File: config.mk
export PLATFORM = sky130hd
export DESIGN_NAME = rram_cluster_router_flat
export DESIGN_NICKNAME = d
export VERILOG_FILES = /design/src/rtl/rram_route_pkg.sv /design/src/rtl/rram_cluster_router_if.sv /design/src/rtl/rram_rr_arbiter.sv /design/src/rtl/rram_cluster_router.sv /design/src/flat_wrapper.sv
export SDC_FILE = /design/constraint.sdc
export NUM_CORES = 1
export LEC_CHECK = 0
export ABC_AREA = 1
export CORE_AREA = 4 4 149 151
export CTS_CLUSTER_SIZE = 24
export DETAILED_ROUTE_END_ITERATION = 12
export DIE_AREA = 0 0 153 155
export PLACE_DENSITY = 0.77
export RECOVER_POWER = 50
export SLEW_MARGIN = 20
export SYNTH_ARGS = -nofsm -noshare
export SYNTH_HDL_FRONTEND = slang
export SYNTH_SLANG_ARGS = --single-unit
File: constraint.sdc
create_clock -name CLK -period 2.45 [get_ports CLK]
set_input_delay 0.245 -clock CLK [delete_from_list [all_inputs] [get_ports CLK]]
set_output_delay 0.245 -clock CLK [all_outputs]
set_load 0.01 [all_outputs]
File: src/rtl/rram_route_pkg.sv
// Shared types and helpers for the RRAM cluster router.
// Optional feature macro: RRAM_ROUTE_TAG_EN (adds source-core tag to output words).
package rram_route_pkg;

    typedef enum logic [0:0] {
        IDLE  = 1'b0,
        ISSUE = 1'b1
    } inst_state_e;

    // ceil(log2(n)), but never less than one bit so single-core builds still have a cid field
    function automatic int unsigned clog2_min1(input int unsigned n);
        return (n <= 32'd1) ? 32'd1 : 32'($clog2(n));
    endfunction

    localparam int unsigned DEF_NUM_CORE      = 4;
    localparam int unsigned DEF_INSTR_WIDTH   = 4;
    localparam int unsigned DEF_OPCODE_WIDTH  = 16;
    localparam int unsigned DEF_DATAOUT_WIDTH = 64;
    localparam int unsigned DEF_CID_W         = clog2_min1(DEF_NUM_CORE);

    // Instruction FIFO word layout for the default configuration, MSB first
    typedef struct packed {
        logic                        bcast;
        logic [DEF_CID_W-1:0]        cid;
        logic [DEF_INSTR_WIDTH-1:0]  instr;
        logic [DEF_OPCODE_WIDTH-1:0] opcode;
    } inst_word_t;

endpackage

File: src/rtl/rram_cluster_router_if.sv
// Host FIFO and per-core handshake bundle for the RRAM cluster router.
// Optional feature macro: RRAM_ROUTE_TAG_EN (widens din_oFIFO by the cid width).
interface rram_cluster_router_if import rram_route_pkg::*; #(
    parameter int unsigned NUM_CORE      = DEF_NUM_CORE,
    parameter int unsigned INSTR_WIDTH   = DEF_INSTR_WIDTH,
    parameter int unsigned OPCODE_WIDTH  = DEF_OPCODE_WIDTH,
    parameter int unsigned DATAOUT_WIDTH = DEF_DATAOUT_WIDTH
) ();

    localparam int unsigned CID_W = clog2_min1(NUM_CORE);
    localparam int unsigned IW    = INSTR_WIDTH + OPCODE_WIDTH;
`ifdef RRAM_ROUTE_TAG_EN
    localparam int unsigned OW    = DATAOUT_WIDTH + CID_W;
`else
    localparam int unsigned OW    = DATAOUT_WIDTH;
`endif

    logic                              pop_n_instFIFO;
    logic                              empty_instFIFO;
    logic [IW+CID_W:0]                 dout_instFIFO;
    logic [NUM_CORE-1:0]               core_inst_valid;
    logic [NUM_CORE-1:0]               core_inst_ready;
    logic [IW-1:0]                     core_inst_data;
    logic [NUM_CORE-1:0]               core_out_valid;
    logic [NUM_CORE-1:0]               core_out_ready;
    logic [NUM_CORE*DATAOUT_WIDTH-1:0] core_out_data;
    logic                              push_n_oFIFO;
    logic                              full_oFIFO;
    logic [OW-1:0]                     din_oFIFO;

    // Router side
    modport master (
        output pop_n_instFIFO,
        input  empty_instFIFO,
        input  dout_instFIFO,
        output core_inst_valid,
        input  core_inst_ready,
        output core_inst_data,
        input  core_out_valid,
        output core_out_ready,
        input  core_out_data,
        output push_n_oFIFO,
        input  full_oFIFO,
        output din_oFIFO
    );

    // FIFO / core side
    modport slave (
        input  pop_n_instFIFO,
        output empty_instFIFO,
        output dout_instFIFO,
        input  core_inst_valid,
        output core_inst_ready,
        input  core_inst_data,
        output core_out_valid,
        input  core_out_ready,
        output core_out_data,
        input  push_n_oFIFO,
        output full_oFIFO,
        input  din_oFIFO
    );

endinterface

File: src/rtl/rram_rr_arbiter.sv
// Combinational round-robin arbiter: first requester at or after ptr, wrapping at N-1.
module rram_rr_arbiter import rram_route_pkg::*; #(
    parameter int unsigned N = 4,
    parameter int unsigned W = clog2_min1(N)
) (
    input  logic [N-1:0] req,
    input  logic [W-1:0] ptr,
    output logic [N-1:0] gnt_c,
    output logic [W-1:0] gnt_idx_c,
    output logic         gnt_vld_c
);

    int unsigned pos;

    // Scan N positions starting at ptr; the first active request wins
    always_comb begin
        gnt_c     = '0;
        gnt_idx_c = '0;
        gnt_vld_c = 1'b0;
        pos       = 32'd0;
        for (int unsigned i = 0; i < N; i++) begin
            pos = 32'(ptr) + i;
            if (pos >= N) begin
                pos = pos - N;
            end
            if (!gnt_vld_c && req[pos[W-1:0]]) begin
                gnt_vld_c           = 1'b1;
                gnt_c[pos[W-1:0]]   = 1'b1;
                gnt_idx_c           = pos[W-1:0];
            end
        end
    end

endmodule

File: src/rtl/rram_cluster_router.sv
// Multi-core RRAM router: steers instructions from one shared FIFO to NUM_CORE
// cores (unicast or broadcast) and merges per-core output words round-robin
// into one shared output FIFO.
// Optional feature macro: RRAM_ROUTE_TAG_EN (prefix output words with source cid).
module rram_cluster_router import rram_route_pkg::*; #(
    parameter int unsigned NUM_CORE      = DEF_NUM_CORE,
    parameter int unsigned INSTR_WIDTH   = DEF_INSTR_WIDTH,
    parameter int unsigned OPCODE_WIDTH  = DEF_OPCODE_WIDTH,
    parameter int unsigned DATAOUT_WIDTH = DEF_DATAOUT_WIDTH
) (
    input  logic                  CLK,
    input  logic                  rst,
    rram_cluster_router_if.master bus,
    output logic                  err_bad_cid,
    output logic                  busy
);

    localparam int unsigned CID_W = clog2_min1(NUM_CORE);
    localparam int unsigned IW    = INSTR_WIDTH + OPCODE_WIDTH;
`ifdef RRAM_ROUTE_TAG_EN
    localparam int unsigned OW    = DATAOUT_WIDTH + CID_W;
`else
    localparam int unsigned OW    = DATAOUT_WIDTH;
`endif

    typedef struct packed {
        logic             bcast;
        logic [CID_W-1:0] cid;
        logic [IW-1:0]    body;
    } route_word_t;

    // ---------------- instruction path ----------------
    inst_state_e         state, state_nxt;
    logic [NUM_CORE-1:0] pend_mask, pend_nxt, pend_left;
    logic [IW-1:0]       data_q, data_nxt;
    logic                err_nxt;
    logic                pop;
    route_word_t         head;

    assign head = bus.dout_instFIFO;

    // Next-state: pop when idle or when the last pending core accepts this cycle
    always_comb begin
        state_nxt = state;
        pend_nxt  = pend_mask;
        data_nxt  = data_q;
        err_nxt   = 1'b0;
        pop       = 1'b0;
        pend_left = pend_mask & ~bus.core_inst_ready;

        unique case (state)
            IDLE: begin
                pop = ~bus.empty_instFIFO;
            end
            ISSUE: begin
                pend_nxt = pend_left;
                if (pend_left == '0) begin
                    state_nxt = IDLE;
                    pop       = ~bus.empty_instFIFO;
                end
            end
            default: begin
                state_nxt = IDLE;
                pend_nxt  = '0;
            end
        endcase

        if (rst) begin
            pop = 1'b0;
        end

        if (pop) begin
            if (!head.bcast && (32'(head.cid) >= NUM_CORE)) begin
                // Unroutable unicast: consume and flag, never issue
                err_nxt   = 1'b1;
                state_nxt = IDLE;
                pend_nxt  = '0;
            end else begin
                state_nxt = ISSUE;
                pend_nxt  = head.bcast ? '1 : (NUM_CORE'(1) << head.cid);
                data_nxt  = head.body;
            end
        end
    end

    // Instruction FSM state, pending mask, issued instruction and error pulse
    always_ff @(posedge CLK) begin
        if (rst) begin
            state       <= IDLE;
            pend_mask   <= '0;
            data_q      <= '0;
            err_bad_cid <= 1'b0;
        end else begin
            state       <= state_nxt;
            pend_mask   <= pend_nxt;
            data_q      <= data_nxt;
            err_bad_cid <= err_nxt;
        end
    end

    assign bus.pop_n_instFIFO  = ~pop;
    assign bus.core_inst_valid = pend_mask;
    assign bus.core_inst_data  = data_q;

    // ---------------- output merge ----------------
    logic                     out_vld;
    logic [OW-1:0]            out_q;
    logic [CID_W-1:0]         rr_ptr, rr_nxt;
    logic [NUM_CORE-1:0]      gnt;
    logic [CID_W-1:0]         gnt_idx;
    logic                     gnt_vld;
    logic                     push, slot_free;
    logic [OW-1:0]            out_word;
    logic [DATAOUT_WIDTH-1:0] words [NUM_CORE];

    for (genvar g = 0; g < NUM_CORE; g++) begin : g_unpack
        assign words[g] = bus.core_out_data[g*DATAOUT_WIDTH +: DATAOUT_WIDTH];
    end

    rram_rr_arbiter #(
        .N (NUM_CORE),
        .W (CID_W)
    ) u_arb (
        .req       (bus.core_out_valid),
        .ptr       (rr_ptr),
        .gnt_c     (gnt),
        .gnt_idx_c (gnt_idx),
        .gnt_vld_c (gnt_vld)
    );

    assign push      = out_vld & ~bus.full_oFIFO;
    assign slot_free = ~out_vld | push;

    // Granted word, optionally tagged with its source core
    always_comb begin
`ifdef RRAM_ROUTE_TAG_EN
        out_word = {gnt_idx, words[gnt_idx]};
`else
        out_word = words[gnt_idx];
`endif
        rr_nxt = (32'(gnt_idx) == NUM_CORE - 1) ? '0 : gnt_idx + CID_W'(1);
    end

    // Single-entry output register and round-robin pointer
    always_ff @(posedge CLK) begin
        if (rst) begin
            out_vld <= 1'b0;
            out_q   <= '0;
            rr_ptr  <= '0;
        end else if (slot_free) begin
            if (gnt_vld) begin
                out_vld <= 1'b1;
                out_q   <= out_word;
                rr_ptr  <= rr_nxt;
            end else begin
                out_vld <= 1'b0;
            end
        end
    end

    assign bus.push_n_oFIFO   = ~(push & ~rst);
    assign bus.core_out_ready = (slot_free && !rst) ? gnt : '0;
    assign bus.din_oFIFO      = out_q;
    assign busy               = (state == ISSUE) | out_vld;

endmodule

File: src/flat_wrapper.sv
// flat-port wrapper written by rule: the top's interface ports become plain ports
module rram_cluster_router_flat import rram_route_pkg::*;
#(
    parameter int unsigned NUM_CORE      = DEF_NUM_CORE,
    parameter int unsigned INSTR_WIDTH   = DEF_INSTR_WIDTH,
    parameter int unsigned OPCODE_WIDTH  = DEF_OPCODE_WIDTH,
    parameter int unsigned DATAOUT_WIDTH = DEF_DATAOUT_WIDTH
)
  (CLK, rst, err_bad_cid, busy, bus_pop_n_instFIFO, bus_empty_instFIFO, bus_dout_instFIFO, bus_core_inst_valid, bus_core_inst_ready, bus_core_inst_data, bus_core_out_valid, bus_core_out_ready, bus_core_out_data, bus_push_n_oFIFO, bus_full_oFIFO, bus_din_oFIFO);
  rram_cluster_router_if #(.NUM_CORE(NUM_CORE), .INSTR_WIDTH(INSTR_WIDTH), .OPCODE_WIDTH(OPCODE_WIDTH), .DATAOUT_WIDTH(DATAOUT_WIDTH)) bus_i ();
  input  logic CLK;
  input  logic rst;
  output logic err_bad_cid;
  output logic busy;
  output wire logic [$bits(bus_i.pop_n_instFIFO)-1:0] bus_pop_n_instFIFO;
  input wire logic [$bits(bus_i.empty_instFIFO)-1:0] bus_empty_instFIFO;
  input wire logic [$bits(bus_i.dout_instFIFO)-1:0] bus_dout_instFIFO;
  output wire logic [$bits(bus_i.core_inst_valid)-1:0] bus_core_inst_valid;
  input wire logic [$bits(bus_i.core_inst_ready)-1:0] bus_core_inst_ready;
  output wire logic [$bits(bus_i.core_inst_data)-1:0] bus_core_inst_data;
  input wire logic [$bits(bus_i.core_out_valid)-1:0] bus_core_out_valid;
  output wire logic [$bits(bus_i.core_out_ready)-1:0] bus_core_out_ready;
  input wire logic [$bits(bus_i.core_out_data)-1:0] bus_core_out_data;
  output wire logic [$bits(bus_i.push_n_oFIFO)-1:0] bus_push_n_oFIFO;
  input wire logic [$bits(bus_i.full_oFIFO)-1:0] bus_full_oFIFO;
  output wire logic [$bits(bus_i.din_oFIFO)-1:0] bus_din_oFIFO;
  assign bus_pop_n_instFIFO = bus_i.pop_n_instFIFO;
  assign bus_i.empty_instFIFO = bus_empty_instFIFO;
  assign bus_i.dout_instFIFO = bus_dout_instFIFO;
  assign bus_core_inst_valid = bus_i.core_inst_valid;
  assign bus_i.core_inst_ready = bus_core_inst_ready;
  assign bus_core_inst_data = bus_i.core_inst_data;
  assign bus_i.core_out_valid = bus_core_out_valid;
  assign bus_core_out_ready = bus_i.core_out_ready;
  assign bus_i.core_out_data = bus_core_out_data;
  assign bus_push_n_oFIFO = bus_i.push_n_oFIFO;
  assign bus_i.full_oFIFO = bus_full_oFIFO;
  assign bus_din_oFIFO = bus_i.din_oFIFO;
  rram_cluster_router #(.NUM_CORE(NUM_CORE), .INSTR_WIDTH(INSTR_WIDTH), .OPCODE_WIDTH(OPCODE_WIDTH), .DATAOUT_WIDTH(DATAOUT_WIDTH)) u_core (.CLK(CLK), .rst(rst), .bus(bus_i), .err_bad_cid(err_bad_cid), .busy(busy));
endmodule
; Word level (Yosys, flattened, before mapping)
; Cells that the tools add are included.
[word_totals]
word_cells = 108
output_inout_bits = 96
in_bits = 291
regBits = 92
[op_classes]
eq_ne = 1
reduce_logical = 15
n_bitwise = 17
add_sub_neg = 8
mux = 47
magnitude_cmp = 13
n_shift = 1
[ops]
columns = operator, n
row1 = $bmux 64 s2, 1
row2 = $mux 64, 2
row3 = $mux 4, 8
row4 = $mux 1, 18
row5 = $mux 2, 9
row6 = $ge 3x3->1 const B, 4
row7 = $lt 2x3->1 const B, 4
row8 = $or 4x4->4, 3
row9 = $bmux 1 s2, 4
row10 = $demux 1 s2, 4
row11 = $ge 2x1->1 const B, 4
row12 = $logic_and 1x1->1, 8
row13 = $sub 2x1->2 const B, 4
row14 = $not 1->1, 7
row15 = $add 2x2->3 const B, 2
row16 = $and 4x4->4, 1
row17 = $logic_not 1->1, 4
row18 = $logic_not 4->1, 1
row19 = $not 4->4, 1
row20 = $shl 1x2->4 const A, 1
row21 = $add 2x1->3 const B, 1
row22 = $ge 2x3->1 const B, 1
row23 = $not 2->3, 1
row24 = $add 2x1->2 const B, 1
row25 = 6 further kinds, 8

; Logic depth before layout (Yosys ltp)
; Gate-level depths: netlist of run 1.
[logic_depth]
ltp_word = 18
mapped_depth = 17
mapped_depth_nobuf = 14

; Cells and area by module
; A second synthesis of run 1 with hierarchy kept.
[hier_totals]
hier_cells = 1014
hier_area_um2 = 6054.6
[by_module_without_submodules]
columns = module, seq_area_each_um2, area_per_inst_um2, cells_each, instances
row1 = rram_cluster_router, 1841.8, 5614.1, 940, 1
row2 = rram_rr_arbiter, 0.0, 440.4, 74, 1

; Least setup slack after synthesis of run 1
; Ideal clock, no wire load.
[synth_timing]
path_kind = reg-to-reg
from = reg u_core.rr_ptr[0]
to = reg u_core.out_q[26] (netlist: u_core.bus.din_oFIFO[26])
setup_slack_ns = 0.239
period_less_slack_ns = 2.211
stages_incl_launch_ff = 16
required_time_ns = 2.341
t_arrival_ns = 2.102
setup_time_ns = 0.109
path_buffers = 3
path_cell_list = dfxtp_1 -> buf_6 -> inv_6 -> ha_1 -> inv_1 -> nand2_1 -> nand2_2 -> nor2_8 -> nand3_2 -> nand2_1 -> inv_2 -> buf_2 -> buf_1 -> nand3_1 -> nand2_1 -> inv_1
[synth_between]
elab_chain_cells = 18
elab_cells_between_ends = 42
classes_between = 7 x add/sub / 4 x order compare / 23 x mux / 1 x bitwise / 7 x reduce/logical
[synth_lines]
columns = element, line
row1 = from (decl), rram_cluster_router.sv:108  ; logic [CID_W-1:0] rr_ptr, rr_nxt;
row2 = from (signal assigned), rram_cluster_router.sv:154  ; rr_ptr <= rr_nxt;
row3 = "parallel branches: the longest is 18 deep, another holds $add 2x1->3", n/a
row4 = to (signal assigned), rram_cluster_router.sv:153  ; out_q <= out_word;
row5 = to (decl), rram_cluster_router.sv:107  ; logic [OW-1:0] out_q;
; Parallel ways; which one is timed is not known. The select of a mux whose other input is x is not followed.
; A chain may end at the register's enable or synchronous reset.

; Final worst setup path of run 1
[layout_timing]
from = reg u_core.rr_ptr[1]
to = out bus_core_out_ready[3]
[layout_between]
elab_chain_cells = 15
elab_cells_between_ends = 60
classes_between = 7 x add/sub / 12 x order compare / 28 x mux / 3 x bitwise / 10 x reduce/logical
[layout_lines]
columns = element, line
row1 = "parallel branches: the longest is 13 deep, another holds $add 2x1->3", n/a
row2 = $mux 4 (*), rram_rr_arbiter.sv:26  ; if (!gnt_vld_c && req[pos[W-1:0]]) begin
row3 = $mux 4 (*), rram_cluster_router.sv:162  ; assign bus.core_out_ready = (slot_free && !rst) ? gnt : '0;
row4 = to (decl), flat_wrapper.sv:22  ; output wire logic [$bits(bus_i.core_out_ready)-1:0] bus_core_out_ready;
; Every way passes the cells marked *. The select of a mux whose other input is x is not followed.

==> flow_summary.toml, run 1 <==
[timing]
rsz0062_at_grt = "no"
hold_viol_final = 0
fmax_mhz = 437
maxSlewViolCount = 0
worstMarginPinSlew_ns = 0.783
setup_viol = 0
period_needed_ns = 2.29
max_slew_margin = 0.478
setup_tns_ns = 0
fin_worst_skew_ns = 0.00818
fin_hold_ws_ns = 0.250
period_share = 0.934

[yosys]
synth_top_area_cell = "dfxtp_1"
synth.most_common_cell = "inv_1"
netlist_top_cells_count = "349 x inv_1, 263 x nand2_1, 203 x nand3_1, 141 x nor2_1, 129 x nand4_1"
ys_seq_area_frac = 0.244
synth_ff_type = "dfxtp_1"
synth-edff-count = 0
syn_nets = 1654
syn_inst = 1356
yosysWarnings = 0
ys_ff_latch = 92
synth_top_area_frac = 0.244
ys_async_sr_fraction = 0
synth_area_leaders = "dfxtp_1 24%, inv_1 17%, nand3_1 13%"
avgSynthCellArea_um2 = 5.56
syn-cell-area_um2 = 7530
yosysUniqueCellTypes = 30

[grt]
busiest_layer = "met2"
overflow = 0
grt_antenna_before_repair = 1
grt_pass1_vias = 9089
grt_pass1_wl_mm = 46.2
grtUsageTotal = 0.236
grtUsageMet1 = 0.286
met2_usage = 0.405
grt_start_max_net_pins = 57
grt_use_met3 = 0.0584

[floorplanning]
start_util = 0.362
die_y_um = 155
placeableCoreArea_um2 = 20800
die_width_um = 153
num_rows = 53
pin_count = 387
dieArea_um2 = 23700

[layout]
fill_cells = 2037
syn_to_final_growth_pct = 61.4
num-nets-final = 1996
multi_input_area_um2 = 3890
utilization = 0.584
drive_above_1_share = 0.0546
seq_area_um2 = 1840
layoutNonFillerInstCount = 1979

[clock_tree]
clock-root-buffer = "clkbuf_16"
cts.htree.levels = 3
tritoncts = "done"
clk_path_buf_depth = 2
clock_latency_ns = 0.35
cts_made_buffers = 9
clock-sinks = 92
clk_pin_slew_ns = 0.07

[worst_setup_path]
cp-end-kind = "output pin"
crit_chain = "inv_2 > ha_4 > inv_1 > nand2_1 > nand2_2 > nor2_8 > nand2_1 > o21ai_1 > a21oi_1 > o21ai_0 > nand2_1 > inv_1 > clkbuf_2"
cp.required_ns = 2.20
r2r-start = "u_core.rr_ptr[0]"
cp_max_fo = 5
cpMaxStageDelayCell = "dfxtp_1"
crit_arrival_ns = 2.04
worstSetupPathType = "flip-flop to output pin"
r2r-end = "u_core.bus.din_oFIFO[12]"
crit_path_frequent_cell = "nand2_1"
rrSetupSlack_ns = 0.17
start_kind = "flip-flop"
slowest_delay_ns = 0.35
crit_start = "u_core.rr_ptr[1]"
reg2reg_depth = 15

[pwr]
power_density_nw_per_um2 = 1200
peakVddDrop_mv = 0.796
p_leak_nw = 6.71
power.total_mw = 14.6

[hold_path]
min_from = "rst"
hp-class = "primary input to flip-flop"
min_delay_worst_endpoint = "u_core.bus.din_oFIFO[2]"
hold_path_depth = 4

[flow_run]
drv_cap = 0

[drt]
drt-pass1-iter-count = 8
drt-initial-drc-count = 651
drc = 0
drt_wl_total_mm = 29.5
vias_per_cell = 4.92
drtAntennaViolNets = 0
wl_per_cell_um = 14.9
vias = 9741

[placement]
hpwl_mm = 22.3
numPortBuffers = 385
dp_cells = 1961
gp_congestion = 0.923

[outcome]
status = "completed"
==> sequential cells by signal (all words and copies together), names as in the netlist <==
register                    cells
u_core.state                    1
u_core.out_vld                  1
u_core.bus.din_oFIFO           64
u_core.bus.core_inst_valid      4
u_core.rr_ptr                   2
u_core.bus.core_inst_data      20
==> kinds of logic (layout without fill, tap and decap cells) <==
kind of cell,after synthesis,in the layout,share of synthesized area
AOI/OAI and AO/OA,52,52,0.0377
adders and majority gates,7,7,0.0116
buffers and inverters,456,803,0.248
DFF,92,92,0.244
other,1,2,0.000498
and+or+nand+nor,748,748,0.458
==> worst max-delay path: cells and delay by family, from the launching register on <==
family / cells / cell delay, ns
flops: 1 / 0.35
simple gates: 5 / 0.50
buf+inv: 4 / 0.31
compound gates: 3 / 0.25
fa+ha+maj: 1 / 0.29
==> cells in the final DEF, fill, tap and decap left out, types with 2 or more instances in the layout <==
| cell | n |
|---|---|
| o21ai_1 | 3 |
| bufinv_16 | 2 |
| nand3_2 | 3 |
| o22ai_1 | 3 |
| ha_1 | 6 |
| clkbuf_16 | 9 |
| inv_6 | 4 |
| dlygate4sd3_1 | 89 |
| nand2_1 | 260 |
| a21oi_1 | 11 |
| inv_1 | 349 |
| nand4_1 | 129 |
| nand2_2 | 5 |
| buf_4 | 28 |
| nand3_1 | 202 |
| clkbuf_2 | 5 |
| dfxtp_1 | 91 |
| a211oi_1 | 4 |
| buf_12 | 17 |
| o21ai_0 | 26 |
| inv_2 | 4 |
| clkinvlp_4 | 2 |
| clkdlybuf4s50_1 | 291 |
| nand3_4 | 2 |
| nand2_4 | 3 |
| nor2_1 | 140 |
==> how the worst max path moves through the flow <==
stage | depth (start not counted) | end | slack [ns]
global route | 15 | u_core.bus.din_oFIFO[25] | 0.002
detailed placement | 13 | bus_core_out_ready[3] | -0.06
finish | 13 | bus_core_out_ready[3] | 0.16
CTS | 13 | bus_core_out_ready[3] | 0.02
floorplan | 15 | u_core.bus.din_oFIFO[26] | 0.24
global placement | 13 | bus_core_out_ready[3] | -0.01
==> per-layer routing <==
layer	up-vias	wire length (um)	share of wire
met1	4335	11700	0.40
met5	-	0	0
met4	0	1100	0.037
li1	4851	-	-
met2	474	14000	0.48
met3	81	2570	0.087
==> cell type report <==
type                    instances  area share
inverters                     355       0.110
well taps                     275      0.0283
diodes                          1    0.000206
multi-input cells             808       0.320
clock buffers                   9      0.0185
repair buffers                432       0.363
clock inverters                 7     0.00803
flip-flops and latches         92       0.152
==> power breakdown <==
group	switching, mW	internal (mW)
combinational	6.43	4.42
clock	0.648	0.901
sequential	0.223	2.01
total	7.30	7.33
==> metrics by stage <==
stage	setup WS, ns	area [um^2]
floorplan	0.239	7530
global placement	-0.0106	11800
detailed placement	-0.0577	11800
CTS	0.0176	12200
global route	0.00204	12200
finish	0.162	12200
==> repair_timing <==
action,in CTS,in global routing
pin swaps,1,3
hold buffers,0,0
gates cloned,0,0
setup buffers,1,0
gates resized for setup,9,13
endpoints found under the setup margin,4,11
(Power assumes the default switching activity.)
==> run 2, diff against run 1 <==
--- a/config.mk
+++ b/config.mk
@@ -7,11 +7,11 @@
 export LEC_CHECK = 0
 export ABC_AREA = 1
 export CORE_AREA = 4 4 149 151
+export CTS_CLUSTER_DIAMETER = 50
 export CTS_CLUSTER_SIZE = 24
 export DETAILED_ROUTE_END_ITERATION = 12
 export DIE_AREA = 0 0 153 155
 export PLACE_DENSITY = 0.77
-export RECOVER_POWER = 50
 export SLEW_MARGIN = 20
 export SYNTH_ARGS = -nofsm -noshare
 export SYNTH_HDL_FRONTEND = slang
==> run 2 against run 1 <==
Clock-buffer cell count stayed put. Register-to-register slack barely moved. Core utilization about the same. Maximum frequency about the same. Global-route usage unchanged. Critical path depth is the same. First-iteration DRC count is 3.5% lower. Final cell count is the same. Worst setup slack better by 0.0021 ns. Design area about the same. Via count up 0.23%. Clock skew fell by 0.0014 ns. Largest cell class unchanged. Highest routed layer unchanged.
==> flow_summary.toml, run 2 (same netlist as run 1, synthesis figures left out) <==
[outcome]
status = "completed"

[timing]
fin_hold_ws_ns = 0.263
setup_ws_ns = 0.164
maxSlewViolCount = 0
hold_viol_final = 0
setup_tns_ns = 0
max_slew_margin = 0.648
worstMarginPinSlew_ns = 0.528
period_share = 0.933
fin_worst_skew_ns = 0.00682
period_needed_ns = 2.29
rsz0062_at_grt = "no"
fmax_mhz = 437
setup_viol = 0

[layout]
final_common_cell = "clkdlybuf4s50_1"
seq_area_um2 = 1840
multi_input_area_um2 = 3900
syn_to_final_growth_pct = 61.5
utilization = 0.584
num-nets-final = 1996
layoutNonFillerInstCount = 1979
largest_register_ffs = 64
finalInstanceArea_um2 = 12200
layout_common_cells = "380 x clkdlybuf4s50_1, 349 x inv_1, 260 x nand2_1, 202 x nand3_1, 140 x nor2_1"
fill_cells = 2036
drive_above_1_share = 0.0552

[grt]
grt_start_max_net_pins = 57
overflow = 0
grt_pass1_wl_mm = 46.2
grtUsageTotal = 0.236
grt_antenna_before_repair = 1
grt_pass1_vias = 9089

[placement]
dp_cells = 1961
numPortBuffers = 385
gp_congestion = 0.923
placed_cell_area_um2 = 11800
hpwl_mm = 22.3
pre_cts_ws_ns = -0.0577

[drt]
wl_met1_mm = 11.9
wl_met2_mm = 14.0
drt_wl_total_mm = 29.5
vias = 9763
drt-initial-drc-count = 628
drtAntennaViolNets = 0
vias_per_cell = 4.93
drt-pass1-iter-count = 7
met3_wirelength_mm = 2.56
topRoutingLayerUsed = "met4"
drc = 0
wl_per_cell_um = 14.9

[pwr]
power.total_mw = 14.8
peakVddDrop_mv = 0.797
p_leak_nw = 6.53
power_density_nw_per_um2 = 1220

[clock_tree]
tritoncts = "done"
clock_latency_ns = 0.35
clock-sinks = 92
clock-root-buffer = "clkbuf_16"
postCtsHoldBufs = 0
clk_path_buf_depth = 2
cts_made_buffers = 9
cts.htree.levels = 3
clk_pin_slew_ns = 0.07

[worst_setup_path]
slowest_delay_ns = 0.35
cpMaxStageDelayCell = "dfxtp_1"
cp.required_ns = 2.20
cp_max_fo = 5
worstSetupPathType = "flip-flop to output pin"
crit_path_frequent_cell = "nand2_1"
crit_chain = "inv_2 > ha_4 > inv_1 > nand2_1 > nand2_2 > nor2_8 > nand2_1 > o21ai_1 > a21oi_1 > o21ai_0 > nand2_1 > inv_1 > clkbuf_2"
crit_arrival_ns = 2.04
start_kind = "flip-flop"
cp-end-kind = "output pin"
rrSetupSlack_ns = 0.17

[floorplanning]
num_rows = 53
dieArea_um2 = 23700
placeableCoreArea_um2 = 20800
die_y_um = 155
pin_count = 387
start_util = 0.362
die_width_um = 153

[flow_run]
drv_cap = 0

[hold_path]
hp-class = "primary input to flip-flop"
[run 2: changes by cell type in the layout (fill, tap and decap cells not counted), sizes merged]
cell | previous run | this run
clkdlybuf4s50 | 291 | 380
dlygate4sd3 | 89 | 0
buf | 47 | 48
clkbuf | 14 | 13
[run 2: routing by layer]
metal | track usage | up-vias
li1 | - | 4845
met1 | 0.286 | 4344
met2 | 0.405 | 486
met3 | 0.0584 | 88
met4 | 0.0895 | 0
met5 | 0 | -
[run 2: path summary, 6_finish.rpt]
kind	startpoint	end	depth (start not counted)
max	u_core.rr_ptr[1]	bus_core_out_ready[3]	13
min	rst	u_core.bus.din_oFIFO[2]	4
max reg2reg	u_core.rr_ptr[0]	u_core.bus.din_oFIFO[12]	15
min reg2reg	u_core.bus.core_inst_data[12]	u_core.bus.core_inst_data[12]	2
[run 2: layout make-up]
class / instances / share of cell area
Antenna cell: 1 / 0.000206
Sequential cell: 92 / 0.151
Clock inverter: 7 / 0.00802
Multi-Input combinational cell: 808 / 0.320
Clock buffer: 9 / 0.0185
Timing Repair Buffer: 432 / 0.363
Tap cell: 275 / 0.0283
Inverter: 355 / 0.110
[run 2: timing repair]
item | 4_1_cts | 5_1_grt
resized for setup | 9 | 13
setup buffers | 1 | 0
pin swaps | 1 | 3
setup endpoints to repair | 4 | 11
[run 2: worst max-delay path, delay by kind of cell (launching register included)]
family,cells,cell delay (ns)
buffers and inverters,4,0.31
adders and majority gates,1,0.29
DFF,1,0.35
AOI/OAI and AO/OA,3,0.26
and+or+nand+nor,5,0.49
[run 2: power by group]
| group | total, mW | switching, mW | internal, mW |
|---|---|---|---|
| Clock | 1.54 | 0.640 | 0.901 |
| Sequential | 2.25 | 0.244 | 2.01 |
| Combinational | 11.0 | 6.43 | 4.58 |
==> run 3, diff against run 2 <==
--- a/config.mk
+++ b/config.mk
@@ -6,12 +6,13 @@
 export NUM_CORES = 1
 export LEC_CHECK = 0
 export ABC_AREA = 1
-export CORE_AREA = 4 4 149 151
+export CORE_AREA = 4 4 148 150
+export CTS_BUF_LIST = sky130_fd_sc_hd__clkbuf_4
 export CTS_CLUSTER_DIAMETER = 50
 export CTS_CLUSTER_SIZE = 24
 export DETAILED_ROUTE_END_ITERATION = 12
-export DIE_AREA = 0 0 153 155
-export PLACE_DENSITY = 0.77
+export DIE_AREA = 0 0 152 154
+export PLACE_DENSITY = 0.78
 export SLEW_MARGIN = 20
 export SYNTH_ARGS = -nofsm -noshare
 export SYNTH_HDL_FRONTEND = slang
==> run 3 against run 2 <==
Clock-buffer cell count stayed put. Die area fell by 1.3%. Clock skew grew 0.015 ns. Wire length rose by 0.42%. Critical path type unchanged. Critical endpoint is now bus_core_out_ready[2]. Largest power group unchanged. Highest routed layer is now met5.
==> flow_summary.toml, run 3 (same netlist as run 1, synthesis figures left out) <==
[hold_path]
min_delay_worst_endpoint = "u_core.state"
hold_path_depth = 2
hp-class = "primary input to flip-flop"
min_from = "rst"

[layout]
num-nets-final = 1996
drive_above_1_share = 0.0599
layout_common_cells = "380 x clkdlybuf4s50_1, 347 x inv_1, 255 x nand2_1, 202 x nand3_1, 138 x nor2_1"
fill_cells = 2016
final_common_cell = "clkdlybuf4s50_1"
syn_to_final_growth_pct = 59.6
layoutNonFillerInstCount = 1980
largest_register_ffs = 64

[clock_tree]
clk_path_buf_depth = 2
clock_latency_ns = 0.46
tritoncts = "done"
clk_pin_slew_ns = 0.16
postCtsHoldBufs = 0
clock-root-buffer = "clkbuf_4"
cts_made_buffers = 9
clock-sinks = 92
cts.htree.levels = 3

[placement]
gp_congestion = 0.908
numPortBuffers = 385
pre_cts_ws_ns = -0.0340
dp_cells = 1957
hpwl_mm = 22.1

[drt]
drt-initial-drc-count = 693
wl_per_cell_um = 15.0
drc = 0
vias = 9687
vias_per_cell = 4.89
drt_wl_total_mm = 29.6
drt-pass1-iter-count = 7
drtAntennaViolNets = 0

[grt]
grt_pass1_vias = 9079
grt_antenna_before_repair = 3
grtUsageTotal = 0.239
grt_start_max_net_pins = 72
grt_pass1_wl_mm = 46.6
overflow = 0

[worst_setup_path]
reg2reg_depth = 14
cp-end-kind = "output pin"
cp_max_fo = 5
critical_path.top_delay_family = "flip-flops"
crit_arrival_ns = 2.14
start_kind = "flip-flop"
worst-path-buf-inv = 4
rrSetupSlack_ns = 0.15
r2r-end = "u_core.bus.din_oFIFO[4]"
cpMaxStageDelayCell = "dfxtp_4"
slowest_delay_ns = 0.40
worstSetupPathType = "flip-flop to output pin"
r2r-start = "u_core.rr_ptr[0]"
cp.required_ns = 2.20
crit_chain = "inv_6 > ha_4 > inv_4 > nand3_1 > nand2_2 > nor2_4 > a22oi_1 > o21ai_1 > o21ai_0 > inv_1 > clkdlybuf4s15_2"

[timing]
setup_ws_ns = 0.0675
fin_hold_ws_ns = 0.184
hold_viol_final = 0
setup_viol = 0
maxSlewViolCount = 0
fin_worst_skew_ns = 0.0222
fmax_mhz = 420
rsz0062_at_grt = "yes"
period_needed_ns = 2.38
period_share = 0.972

[outcome]
status = "completed"

[floorplanning]
die_width_um = 152
num_rows = 53
dieArea_um2 = 23400
start_util = 0.364
die_y_um = 154
placeableCoreArea_um2 = 20700
pin_count = 387

[pwr]
peakVddDrop_mv = 1.29
p_leak_nw = 6.46
power_density_nw_per_um2 = 1170
power.total_mw = 14.1

[flow_run]
drv_cap = 0
-- run 3: stage by stage --
| stage | area [um^2] | util | TNS [ns] |
|---|---|---|---|
| 2_1_floorplan | 7530 | - | 0 |
| 3_3_place_gp | 11800 | 0.568 | -0.0146 |
| 3_5_place_dp | 11800 | 0.568 | -0.0556 |
| 4_1_cts | 11900 | 0.577 | -0.00115 |
| 5_1_grt | 12000 | 0.581 | -0.242 |
| 6_report | 12000 | 0.581 | 0 |
-- run 3: area by class of cell --
type | instances | area, um^2 | area share
antenna | 2 | 5.00 | 0.000416
clock buffer | 9 | 67.6 | 0.00562
clock inverter | 7 | 67.6 | 0.00562
inverter | 355 | 1340 | 0.112
multi-input combinational | 808 | 3940 | 0.327
sequential | 92 | 1850 | 0.154
tap | 275 | 344 | 0.0286
timing repair buffer | 432 | 4410 | 0.367
-- run 3: power breakdown --
group          switching, mW  total, mW  internal [mW]
Combinational           6.45       11.0           4.50
Clock                  0.553      0.860          0.308
Sequential             0.266       2.27           2.01
-- run 3: worst max path at each step --
stage          slack (ns)  cells past startpoint                  endpoint                   from
2_1_floorplan        0.24                     15  u_core.bus.din_oFIFO[26]       u_core.rr_ptr[0]
3_3_place_gp        -0.01                     13     bus_core_out_ready[3]  bus_core_out_valid[1]
3_5_place_dp        -0.03                     13     bus_core_out_ready[3]  bus_core_out_valid[1]
4_1_cts            -0.001                     11     bus_core_out_ready[0]       u_core.rr_ptr[0]
5_1_grt             -0.07                     13     bus_core_out_ready[1]       u_core.rr_ptr[0]
6_report             0.07                     11     bus_core_out_ready[2]       u_core.rr_ptr[0]
-- run 3: repair_timing --
item,CTS,global route
gates resized for setup,25,22
setup endpoints to repair,4,25
buffers inserted,2,3
pin swaps,4,7
hold endpoints to repair,0,0
-- run 3: routing by layer --
| metal | global-route usage | vias up | wire, um | share of wire |
|---|---|---|---|---|
| met3 | 0.0718 | 83 | 2660 | 0.090 |
| met2 | 0.395 | 478 | 14200 | 0.48 |
| met4 | 0.115 | 2 | 1370 | 0.046 |
| met1 | 0.286 | 4277 | 11400 | 0.38 |
| li1 | - | 4847 | - | - |
| met5 | 0 | - | 12 | 0.00041 |
